===== src/rtl/pulse_reset_pkg.sv =====
// rtl/pulse_reset_pkg.sv - shared state encodings and drop-counter limits for pulse_reset_gen
package pulse_reset_pkg;

  typedef enum logic [1:0] {
    ST_IDLE    = 2'd0,
    ST_DELAY   = 2'd1,
    ST_ASSERT  = 2'd2,
    ST_HOLDOFF = 2'd3
  } state_e;

  localparam int              DROP_W   = 8;
  localparam logic [DROP_W-1:0] DROP_MAX = 8'd255;

endpackage


===== src/rtl/pulse_reset_gen_phase_cnt.sv =====
// rtl/pulse_reset_gen_phase_cnt.sv - phase counter with load-zero and terminal-count compare
module phase_cnt #(
  parameter int CNT_W = 16
) (
  input  logic             sys_clk_i,
  input  logic             rst_n_i,
  input  logic             clr_i,
  input  logic [CNT_W-1:0] limit_i,
  output logic             tc_o
);

  logic [CNT_W-1:0] cnt;

  always_ff @(posedge sys_clk_i or negedge rst_n_i) begin
    if (!rst_n_i) begin
      cnt <= '0;
    end else if (clr_i) begin
      cnt <= '0;
    end else begin
      cnt <= cnt + 1'b1;
    end
  end

  assign tc_o = (cnt == limit_i);

endmodule


===== src/rtl/pulse_reset_gen.sv =====
// rtl/pulse_reset_gen.sv - turns an edge-detected start pulse into a delayed, timed soft reset
module pulse_reset_gen
  import pulse_reset_pkg::*;
#(
  parameter int DELAY_CYC   = 4,
  parameter int ASSERT_CYC  = 16,
  parameter int HOLDOFF_CYC = 8,
  parameter int CNT_W       = 16
) (
  input  logic              sys_clk_i,
  input  logic              rst_n_i,
  input  logic              pulse_i,
  input  logic              drop_clr_i,
  output logic              soft_rst_o,
  output logic              soft_rst_n_o,
  output logic              busy_o,
  output logic              done_o,
  output logic [DROP_W-1:0] drop_cnt_o
);

  localparam logic [CNT_W-1:0] DLY_LIM = CNT_W'((DELAY_CYC   > 0) ? DELAY_CYC   - 1 : 0);
  localparam logic [CNT_W-1:0] AST_LIM = CNT_W'((ASSERT_CYC  > 0) ? ASSERT_CYC  - 1 : 0);
  localparam logic [CNT_W-1:0] HLD_LIM = CNT_W'((HOLDOFF_CYC > 0) ? HOLDOFF_CYC - 1 : 0);

  state_e           state;
  logic [CNT_W-1:0] cnt_limit;
  logic             cnt_tc;
  logic             cnt_clr;

  always_comb begin
    cnt_limit = '0;
    case (state)
      ST_DELAY:   cnt_limit = DLY_LIM;
      ST_ASSERT:  cnt_limit = AST_LIM;
      ST_HOLDOFF: cnt_limit = HLD_LIM;
      default:    cnt_limit = '0;
    endcase
  end

  // Counter restarts from zero at every phase boundary and is parked in IDLE.
  assign cnt_clr = (state == ST_IDLE) || cnt_tc;

  phase_cnt #(.CNT_W(CNT_W)) u_phase_cnt (
    .sys_clk_i (sys_clk_i),
    .rst_n_i   (rst_n_i),
    .clr_i     (cnt_clr),
    .limit_i   (cnt_limit),
    .tc_o      (cnt_tc)
  );

  always_ff @(posedge sys_clk_i or negedge rst_n_i) begin
    if (!rst_n_i) begin
      state        <= ST_IDLE;
      soft_rst_o   <= 1'b0;
      soft_rst_n_o <= 1'b1;
      busy_o       <= 1'b0;
      done_o       <= 1'b0;
    end else begin
      done_o <= 1'b0;
      case (state)
        ST_IDLE: begin
          if (pulse_i) begin
            busy_o <= 1'b1;
            if (DELAY_CYC > 0) begin
              state <= ST_DELAY;
            end else begin
              state        <= ST_ASSERT;
              soft_rst_o   <= 1'b1;
              soft_rst_n_o <= 1'b0;
            end
          end
        end
        ST_DELAY: begin
          if (cnt_tc) begin
            state        <= ST_ASSERT;
            soft_rst_o   <= 1'b1;
            soft_rst_n_o <= 1'b0;
          end
        end
        ST_ASSERT: begin
          if (cnt_tc) begin
            soft_rst_o   <= 1'b0;
            soft_rst_n_o <= 1'b1;
            if (HOLDOFF_CYC > 0) begin
              state <= ST_HOLDOFF;
            end else begin
              state  <= ST_IDLE;
              busy_o <= 1'b0;
              done_o <= 1'b1;
            end
          end
        end
        ST_HOLDOFF: begin
          if (cnt_tc) begin
            state  <= ST_IDLE;
            busy_o <= 1'b0;
            done_o <= 1'b1;
          end
        end
        default: begin
          state        <= ST_IDLE;
          soft_rst_o   <= 1'b0;
          soft_rst_n_o <= 1'b1;
          busy_o       <= 1'b0;
        end
      endcase
    end
  end

  // Clear wins over a same-cycle drop; count sticks at DROP_MAX.
  always_ff @(posedge sys_clk_i or negedge rst_n_i) begin
    if (!rst_n_i) begin
      drop_cnt_o <= '0;
    end else if (drop_clr_i) begin
      drop_cnt_o <= '0;
    end else if (pulse_i && (state != ST_IDLE) && (drop_cnt_o != DROP_MAX)) begin
      drop_cnt_o <= drop_cnt_o + 1'b1;
    end
  end

endmodule


===== config.mk =====
export PLATFORM = sky130hd
export DESIGN_NAME = pulse_reset_gen
export DESIGN_NICKNAME = d
export VERILOG_FILES = /design/src/rtl/pulse_reset_pkg.sv /design/src/rtl/pulse_reset_gen_phase_cnt.sv /design/src/rtl/pulse_reset_gen.sv
export SDC_FILE = /design/constraint.sdc
export NUM_CORES = 1
export LEC_CHECK = 0
export CAP_MARGIN = 20
export CORE_MARGIN = 2
export CORE_UTILIZATION = 56
export CTS_BUF_LIST = sky130_fd_sc_hd__clkbuf_16
export CTS_CLUSTER_DIAMETER = 200
export DETAILED_ROUTE_END_ITERATION = 6
export GPL_TIMING_DRIVEN = 0
export PLACE_DENSITY = 0.81
export SETUP_SLACK_MARGIN = 0.3
export SYNTH_ARGS = -nofsm -noshare
export SYNTH_HDL_FRONTEND = slang
export SYNTH_SLANG_ARGS = --single-unit

===== constraint.sdc =====
create_clock -name sys_clk_i -period 2.41 [get_ports sys_clk_i]
set_clock_uncertainty 0.1 [all_clocks]
set_input_delay 0.6025 -clock sys_clk_i [delete_from_list [all_inputs] [get_ports sys_clk_i]]
set_output_delay 0.6025 -clock sys_clk_i [all_outputs]
set_load 0.02 [all_outputs]

==> results of run 1 <==
[cell type report]
class                   count  area, sq um
plain buffers               6         36.3
clock buffers               5          125
clock inverters             3         12.5
fillers                   218          852
inverters                   9         33.8
multi-input cells         122          940
flip-flops and latches     30          752
well taps                  33         41.3
repair buffers             17          185
[metal layers]
layer | track usage, % | vias to the layer above | part of all wire, %
met5 | 0 | - | 0
met4 | 12.7 | 0 | 1.7
met1 | 26.8 | 639 | 42
met3 | 4.80 | 7 | 3.1
li1 | - | 639 | -
met2 | 38.8 | 29 | 53
[worst register-to-register path, delay by kind of cell (launching register included)]
| family | cells | cell delay (ps) |
|---|---|---|
| adders and majority gates | 1 | 250 |
| buffers and inverters | 1 | 100 |
| AOI/OAI and AO/OA | 1 | 300 |
| DFF | 1 | 410 |
| and+or+nand+nor | 2 | 360 |
| muxes | 1 | 330 |
[how the worst max path moves through the flow]
stage / cells past startpoint / endpoint / start / slack [ps]
3_3_place_gp: 5 / drop_cnt_o[7] / pulse_i / 30
3_5_place_dp: 5 / drop_cnt_o[7] / pulse_i / -5
4_1_cts: 8 / u_phase_cnt.cnt[6] / state[0] / 310
6_report: 1 / drop_cnt_o[4] / drop_cnt_o[4] / 350
2_1_floorplan: 6 / drop_cnt_o[7] / state[0] / 470
5_1_grt: 6 / state[0] / state[1] / 300
[report_power, final]
group          internal, W  switching [W]
combinational     0.000415       0.000510
clock             0.000372       0.000205
sequential        0.000592      0.0000833
[layout by cell type, fill, tap and decap left out, types with 2 or more instances in the layout]
cell	Yosys	final
inv_1	9	10
xnor2_1	8	7
ha_1	6	5
nor4_2	2	2
clkdlybuf4s50_1	0	13
dfrtp_1	29	29
clkbuf_16	0	5
buf_4	3	5
o211ai_1	2	2
nand2b_1	2	2
nor3_1	7	6
o21a_1	2	2
and2_1	2	2
nand3_1	7	7
xor2_1	8	8
nor2_1	23	23
nand4_1	6	6
and3_1	2	2
a21oi_1	2	2
nand2_1	8	8
mux2i_1	2	2
nor4_1	3	3
[metrics by stage]
step	utilization, %	setup slack [ps]	instance area [sq um]	instances	total power (W)
floorplan	-	470	1710	167	0.00123
global placement	63.4	30.9	1890	214	0.00140
detailed placement	64.3	-5.23	1920	215	0.00145
CTS	69.1	309	2060	223	0.00206
global route	71.4	299	2130	225	0.00232
finish	71.4	348	2130	225	0.00218
[kinds of logic after synthesis]
group / after synthesis / share of synthesized area (%)
AO/OA/AOI/OAI: 22 / 11.6
XOR/XNOR: 16 / 8.21
adder cells (fa/ha/maj): 6 / 4.40
buffers and inverters: 15 / 4.03
flip-flops: 30 / 44.1
multiplexers: 3 / 1.83
AND/OR/NAND/NOR: 75 / 25.9
[timing repair]
| item | CTS | global route |
|---|---|---|
| gates resized for setup | 2 | 9 |
| endpoints found under the setup margin | 11 | 15 |
| setup buffers | 0 | 2 |
| pin swaps | 1 | 4 |
[registers in the layout, summed over array words and instances, names as in the netlist]
register and flops:
soft_rst_o 1, drop_cnt_o 8, done_o 1, busy_o 1, state 2, soft_rst_n_o 1, u_phase_cnt.cnt 16
==> results.ini, run 1 <==
[run_status]
outcome = complete, no violations

[worst_setup_path]
worstPathRequired_ps = 1710
rr_startpoint = state[1]
r2r_cells = 6
r2r_slack_ps = 450
worstReg2RegEnd = drop_cnt_o[7]
end_kind = output pin
arrival_ps = 1360
critPathLaunchType = register
crit_type = reg2out
crit_chain = clkdlybuf4s50_1
cpPeakStageDelay_ps = 640
crit_family = buffers and inverters
slowest_stage = clkdlybuf4s50_1
cp_max_fo = 7
worst-path-buf-inv = 1

[timing]
clock.fmax_ghz = 0.485
timing.hold.ws_ps = 396
rsz0062_at_grt = false
maxSlewHeadroom_pct = 52.6
tns_ps = 0
final_max_slew_viol_count = 0
setup_viol_count_final = 0
period_share_pct = 85.6
hold_viol = 0
worstMarginPinSlew_ps = 708
fin_crit_ps = 2060

[global_route]
antenna_found_initial = 0
grt_start_max_net_pins = 19
grt_usage_pct = 22.9
grt_pass1_wl_um = 5970
grt_pass1_vias = 1368
grt_overflow = 0

[die]
io_pins = 16
die_y_um = 59.2
core_area_sq_um = 2980
die-area_sq_um = 3510
num_rows = 20
initial_utilization_pct = 57.3
die_x_um = 59.2

[clock_tree]
cts_buffers = 5
clock-sinks = 30
cts_tree = built
cts_max_level = 2
hold_buffers = 0
path_clk_slew_ps = 50
clk_path_buf_depth = 2
cts_root_buf = clkbuf_16
clk-insertion-delay-late_ps = 270

[synth]
synth_seq_cells = 30
synth_warnings = 0
seq_area_frac_synth_pct = 44.1
syn_area_per_cell_sq_um = 10.2
netlist.area_leader.share_pct = 42.5
syn-cell-area_sq_um = 1710
syn-instance-count = 167
synth_common_cells = dfrtp_1, nor2_1, inv_1
yosysMostFrequentCell = dfrtp_1
yosys-top-cells-area = dfrtp_1, nor2_1, ha_1, xnor2_1, xor2_1
async_flop_share_pct = 100
synth_cell_types = 53
synth_edf_count = 0
syn-num-nets = 177
synthFlopType = dfrtp_1
synth_top_area_cell = dfrtp_1

[hold_path]
holdPathEnd = soft_rst_n_o
worstHoldPathType = reg2reg
hold_depth = 2
hold_start = soft_rst_n_o

[finish]
syn2layout_area_growth_pct = 24.6
drive_gt1_share_pct = 17.7
nets = 201
n_antenna_cell = 0

[placement]
gp_congestion = 0.905
dp_hpwl_um = 2390
io_buffers = 14

[routing]
firstDrtPassIters = 4
vias_per_cell = 5.84
routed_wirelength_um = 3480
wl_per_cell_um = 15.4
antenna_left = 0
drc = 0
via_count = 1314
drt_iter0_drc = 99

[pwr]
p_leak_nw = 0.918
vdd_drop_max_uv = 516
pwr_density_cell_nw_per_um2 = 1020

[job]
cap_violations = 0

Note: power is estimated with default switching activity, not from simulation.
==> run 2: changes to the inputs <==
- CTS_CLUSTER_SIZE: unset -> 25
- GPL_TIMING_DRIVEN: 0 -> unset
==> results.ini, run 2 (synthesis results as in run 1) <==
[run_status]
outcome = complete, no violations

[routing]
firstDrtPassIters = 4  ; unchanged
vias_per_cell = 5.91  ; +1.3%
via_count = 1301  ; -0.99%
drc = 0  ; unchanged
routed_wirelength_um = 3330  ; -4.3%
wl_per_cell_um = 15.1  ; -2.1%
antenna_left = 0  ; unchanged
drt_iter0_drc = 93  ; -6.1%

[global_route]
grt_use_met2_pct = 35.8  ; -3.0 points
use_met3_pct = 6.11  ; +1.3 points
grt_busiest_layer = met2
grt_overflow = 0  ; unchanged
grt_pass1_vias = 1279  ; -6.5%
grt_usage_pct = 22.4  ; -0.46 points
antenna_found_initial = 0  ; unchanged
grt_start_max_net_pins = 31  ; +12
grt_pass1_wl_um = 5720  ; -4.2%
gr-usage-met1_pct = 27.1  ; +0.29 points

[finish]
regMostFlops = u_phase_cnt.cnt
fin_cells = 220  ; -2.2%
n_antenna_cell = 0  ; unchanged
final_cell_mix = dfrtp_1, nor2_1, clkdlybuf4s50_1
regArea_sq_um = 752  ; unchanged
nFillCells = 224  ; +2.8%
syn2layout_area_growth_pct = 19.8
multi_input_area_sq_um = 891  ; -5.2%
final_area_sq_um = 2040  ; -3.8%
final_util_pct = 68.7  ; -2.7 points
layout_commonest_cell = dfrtp_1
nets = 196  ; -2.5%
reg.largest.list = u_phase_cnt.cnt: 16 flops, drop_cnt_o: 8 flops, state: 2 flops
drive_gt1_share_pct = 13.4  ; -4.3 points
largest_reg_flops = 16  ; unchanged

[timing]
hold_viol = 0  ; unchanged
maxSlewHeadroom_pct = 74.4  ; +22 points
clock.fmax_ghz = 0.488  ; +0.58%
worstMarginPinSlew_ps = 384  ; -325 ps
rsz0062_at_grt = true
timing.hold.ws_ps = 372  ; -24.3 ps
fin_crit_ps = 2050  ; -11.9 ps
final_max_slew_viol_count = 0  ; unchanged
tns_ps = 0  ; unchanged
setup_viol_count_final = 0  ; unchanged
period_share_pct = 85.1  ; -0.49 points

[worst_setup_path]
r2r_slack_ps = 420  ; -30 ps
r2r_cells = 6  ; unchanged
cp_max_fo = 6  ; -1
arrival_ps = 2110  ; +750 ps
cpPeakStageDelay_ps = 580  ; -60 ps
critPathLaunchType = input port
crit_start = pulse_i
rr_startpoint = state[0]
slowest_stage = clkdlybuf4s50_1
end_kind = register
crit_chain = clkdlybuf4s50_1 > nand2b_4 > a2111oi_4 > nand4_1 > mux2_1
cp.depth = 5  ; +4
worst-path-buf-inv = 1  ; unchanged
crit_family = buffers and inverters
crit_end = drop_cnt_o[7]
crit_type = in2reg
worstReg2RegEnd = drop_cnt_o[7]
worstPathRequired_ps = 2470  ; +760 ps

[placement]
gp_congestion = 0.830  ; -8.4%
io_buffers = 15  ; +1
dp_hpwl_um = 2190  ; -8.7%
placedCellCount = 211  ; -1.9%
dpl_cell_area_sq_um = 1880  ; -2.0%

[clock_tree]
cts_root_buf = clkbuf_16
cts_tree = built
clk_path_buf_depth = 2  ; unchanged
path_clk_slew_ps = 50  ; about the same
clock-sinks = 30  ; unchanged
cts_buffers = 5  ; unchanged
clk-insertion-delay-late_ps = 270  ; about the same
cts_max_level = 2  ; unchanged

[die]
die_x_um = 59.2  ; unchanged
io_pins = 16  ; unchanged
die-area_sq_um = 3510  ; unchanged
core_area_sq_um = 2980  ; unchanged
initial_utilization_pct = 57.3  ; unchanged
num_rows = 20  ; unchanged
die_y_um = 59.2  ; unchanged

[pwr]
pwr_density_cell_nw_per_um2 = 1010  ; -1.2%
vdd_drop_max_uv = 623  ; +21%
p_leak_nw = 0.903  ; -1.7%

[hold_path]
worstHoldPathType = reg2reg

[job]
cap_violations = 0  ; unchanged

## run 2: changes by cell type in the layout (fill, tap and decap cells not counted), sizes merged
cell	previous run	this run
inv	10	11
buf	8	3
clkinv	2	1
dlymetal6s2s	1	2
clkbuf	6	5
## run 2: worst register-to-register path, cell delays in order, from the launching register on
cell	delay (ps)
dfrtp_1	410
inv_1	110
ha_2	260
nand2b_4	200
a2111oi_4	350
nand4_1	140
mux2_1	320
## run 2: layer usage
| layer | share of wire (%) | vias up |
|---|---|---|
| li1 | - | 627 |
| met1 | 44 | 627 |
| met2 | 49 | 37 |
| met3 | 3.8 | 10 |
| met4 | 2.9 | 0 |
| met5 | 0 | - |
## run 2: metrics by stage
step	power [W]	setup WS [ps]
detailed placement	0.00142	108
global route	0.00222	206
CTS	0.00200	310
floorplan	0.00123	470
global placement	0.00137	132
finish	0.00207	359
## run 2: how the worst min path moves through the flow
stage,start,end,slack [ps],cells after the start
5_1_grt,soft_rst_n_o,soft_rst_n_o,420,2
6_report,soft_rst_n_o,soft_rst_n_o,370,2
4_1_cts,soft_rst_n_o,soft_rst_n_o,380,2
2_1_floorplan,rst_n_i,busy_o,210,0
3_5_place_dp,soft_rst_n_o,soft_rst_n_o,370,2
3_3_place_gp,soft_rst_n_o,soft_rst_n_o,350,2
## run 2: cell type report
cell class	instances	area share [%]
flip-flops and latches	30	36.8
well taps	33	2.02
clock buffers	5	6.12
inverters	9	1.65
clock inverters	3	0.551
multi-input cells	122	43.6
repair buffers	18	9.30
## run 2: where the power goes
part | internal (W) | switching, W | leakage (nW)
clock network | 0.000369 | 0.000196 | 0.0738
logic | 0.000366 | 0.000465 | 0.428
registers | 0.000593 | 0.0000799 | 0.400
total | 0.00133 | 0.000742 | 0.903
## run 2: repair_timing
| item | in CTS | in global routing |
|---|---|---|
| buffers inserted | 0 | 1 |
| gates resized for setup | 0 | 4 |
| endpoints found under the setup margin | 0 | 22 |
| hold buffers | 0 | 0 |
==> run 3: changes to the inputs <==
- SKIP_CTS_REPAIR_TIMING: unset -> 1
- clock period: 2.41 -> 2.07 ns (I/O delays scaled with it)
==> results.ini, run 3 (synthesis results as in run 1) <==
[placement]
dpl_cell_area_sq_um = 1920  ; +2.0%
placedCellCount = 213  ; +0.95%
gp_congestion = 0.855  ; +3.0%
dp_hpwl_um = 2320  ; +6.2%
pre_cts_ws_ps = -26.1  ; -134 ps
io_buffers = 15  ; unchanged

[die]
num_rows = 20  ; unchanged
die_y_um = 59.2  ; unchanged
io_pins = 16  ; unchanged
die-area_sq_um = 3510  ; unchanged
initial_utilization_pct = 57.3  ; unchanged
core_area_sq_um = 2980  ; unchanged
die_x_um = 59.2  ; unchanged

[timing]
maxSlewHeadroom_pct = 73.5  ; -0.87 points
final_max_slew_viol_count = 0  ; unchanged
worstMarginPinSlew_ps = 397  ; +13.1 ps
clock.fmax_ghz = 0.518
timing.final.ws_setup_ps = 139  ; -220 ps
fin_crit_ps = 1930
hold_viol = 0  ; unchanged
period_share_pct = 93.3
setup_viol_count_final = 0  ; unchanged
timing.hold.ws_ps = 385  ; +13.3 ps
rsz0062_at_grt = true

[worst_setup_path]
critPathLaunchType = register
crit_end = state[1]
rr_startpoint = state[0]
r2r_slack_ps = 140  ; -280 ps
worstPathRequired_ps = 2130  ; -340 ps
crit_start = state[0]
worstReg2RegEnd = state[1]
crit_type = reg2reg
end_kind = register
r2r_cells = 6  ; unchanged
arrival_ps = 1990  ; -120 ps
cp_max_fo = 7  ; +1

[clock_tree]
path_clk_slew_ps = 50  ; about the same
cts_buffers = 5  ; unchanged
clk_path_buf_depth = 2  ; unchanged
cts_tree = built
cts_max_level = 2  ; unchanged
cts_root_buf = clkbuf_16
clock-sinks = 30  ; unchanged
clk-insertion-delay-late_ps = 280  ; about the same

[routing]
routed_wirelength_um = 4320  ; +30%
wl_met2_um = 2360  ; +45%
vias_per_cell = 6.15  ; +4.0%
met1_length_um = 1700  ; +15%
drt_iter0_drc = 75  ; -19%
drc = 0  ; unchanged
wl_per_cell_um = 18.9  ; +25%
wl_met3_um = 170  ; +33%
via_count = 1409  ; +8.3%
firstDrtPassIters = 4  ; unchanged
antenna_left = 0  ; unchanged
highest_layer = met4

[finish]
n_antenna_cell = 0  ; unchanged
reg.largest.list = u_phase_cnt.cnt: 16 flops, drop_cnt_o: 8 flops, state: 2 flops
nFillCells = 166  ; -26%
regMostFlops = u_phase_cnt.cnt
final_util_pct = 81.6  ; +13 points
fin_cells = 229  ; +4.1%
nets = 205  ; +4.6%
drive_gt1_share_pct = 34.2  ; +21 points
largest_reg_flops = 16  ; unchanged
final_area_sq_um = 2430  ; +19%
syn2layout_area_growth_pct = 42.4
final_cell_mix = dfrtp_1, nor2_4, dlymetal6s2s_1
layout_commonest_cell = dfrtp_1

[hold_path]
worstHoldPathType = reg2reg

[global_route]
grt_start_max_net_pins = 31  ; unchanged
antenna_found_initial = 0  ; unchanged
grt_pass1_wl_um = 5670  ; -0.86%
grt_pass1_vias = 1294  ; +1.2%
grt_usage_pct = 22.0  ; -0.39 points
grt_overflow = 0  ; unchanged

[job]
cap_violations = 0  ; unchanged

[pwr]
pwr_density_cell_nw_per_um2 = 1290  ; +27%
p_leak_nw = 1.13  ; +25%
vdd_drop_max_uv = 898  ; +44%

[run_status]
outcome = complete, no violations

## run 3: cell types whose count changed in the layout (fill, tap and decap cells not counted), sizes merged
| cell | before | now |
|---|---|---|
| inv | 11 | 9 |
| buf | 3 | 11 |
| clkdlybuf4s50 | 13 | 2 |
| clkinv | 1 | 3 |
| dlymetal6s2s | 2 | 13 |
| clkbuf | 5 | 6 |
## run 3: routing by layer
metal  vias up  track usage [%]
met2        41             38.6
li1        651                -
met4         0             10.4
met5         -                0
met3        11             5.90
met1       706             24.6
## run 3: worst min path at each step
stage,startpoint,cells after the start,end,slack [ps]
final,soft_rst_n_o,2,soft_rst_n_o,390
after global routing,u_phase_cnt.cnt[0],1,u_phase_cnt.cnt[0],420
after CTS,soft_rst_n_o,2,soft_rst_n_o,380
after detailed placement,soft_rst_n_o,2,soft_rst_n_o,370
after global placement,soft_rst_n_o,2,soft_rst_n_o,360
after floorplan,rst_n_i,0,busy_o,120
## run 3: power by group
group | total (W) | switching, W | internal [W]
clock network | 0.000686 | 0.000254 | 0.000432
logic | 0.00163 | 0.000899 | 0.000727
registers | 0.000811 | 0.000118 | 0.000693
## run 3: stage by stage
step / setup TNS [ps] / total power (W)
floorplan: 0 / 0.00147
global placement: 0 / 0.00165
finish: 0 / 0.00312
CTS: 0 / 0.00237
detailed placement: -26.1 / 0.00169
global route: 0 / 0.00325
## run 3: layout make-up
class	instances	area [sq um]	share of cell area, %
flip-flops and latches	30	754	31.1
well taps	33	41.3	1.70
clock inverters	3	11.3	0.463
multi-input cells	122	1160	47.6
repair buffers	27	307	12.6
inverters	9	33.8	1.39
clock buffers	5	125	5.15
## run 3: worst max-delay path, cell delays in order, from the launching register on
cell and delay (ps):
dfrtp_1 430, inv_2 140, ha_4 230, xnor2_4 140, nand4_4 220, or2_4 320
o211ai_1 240
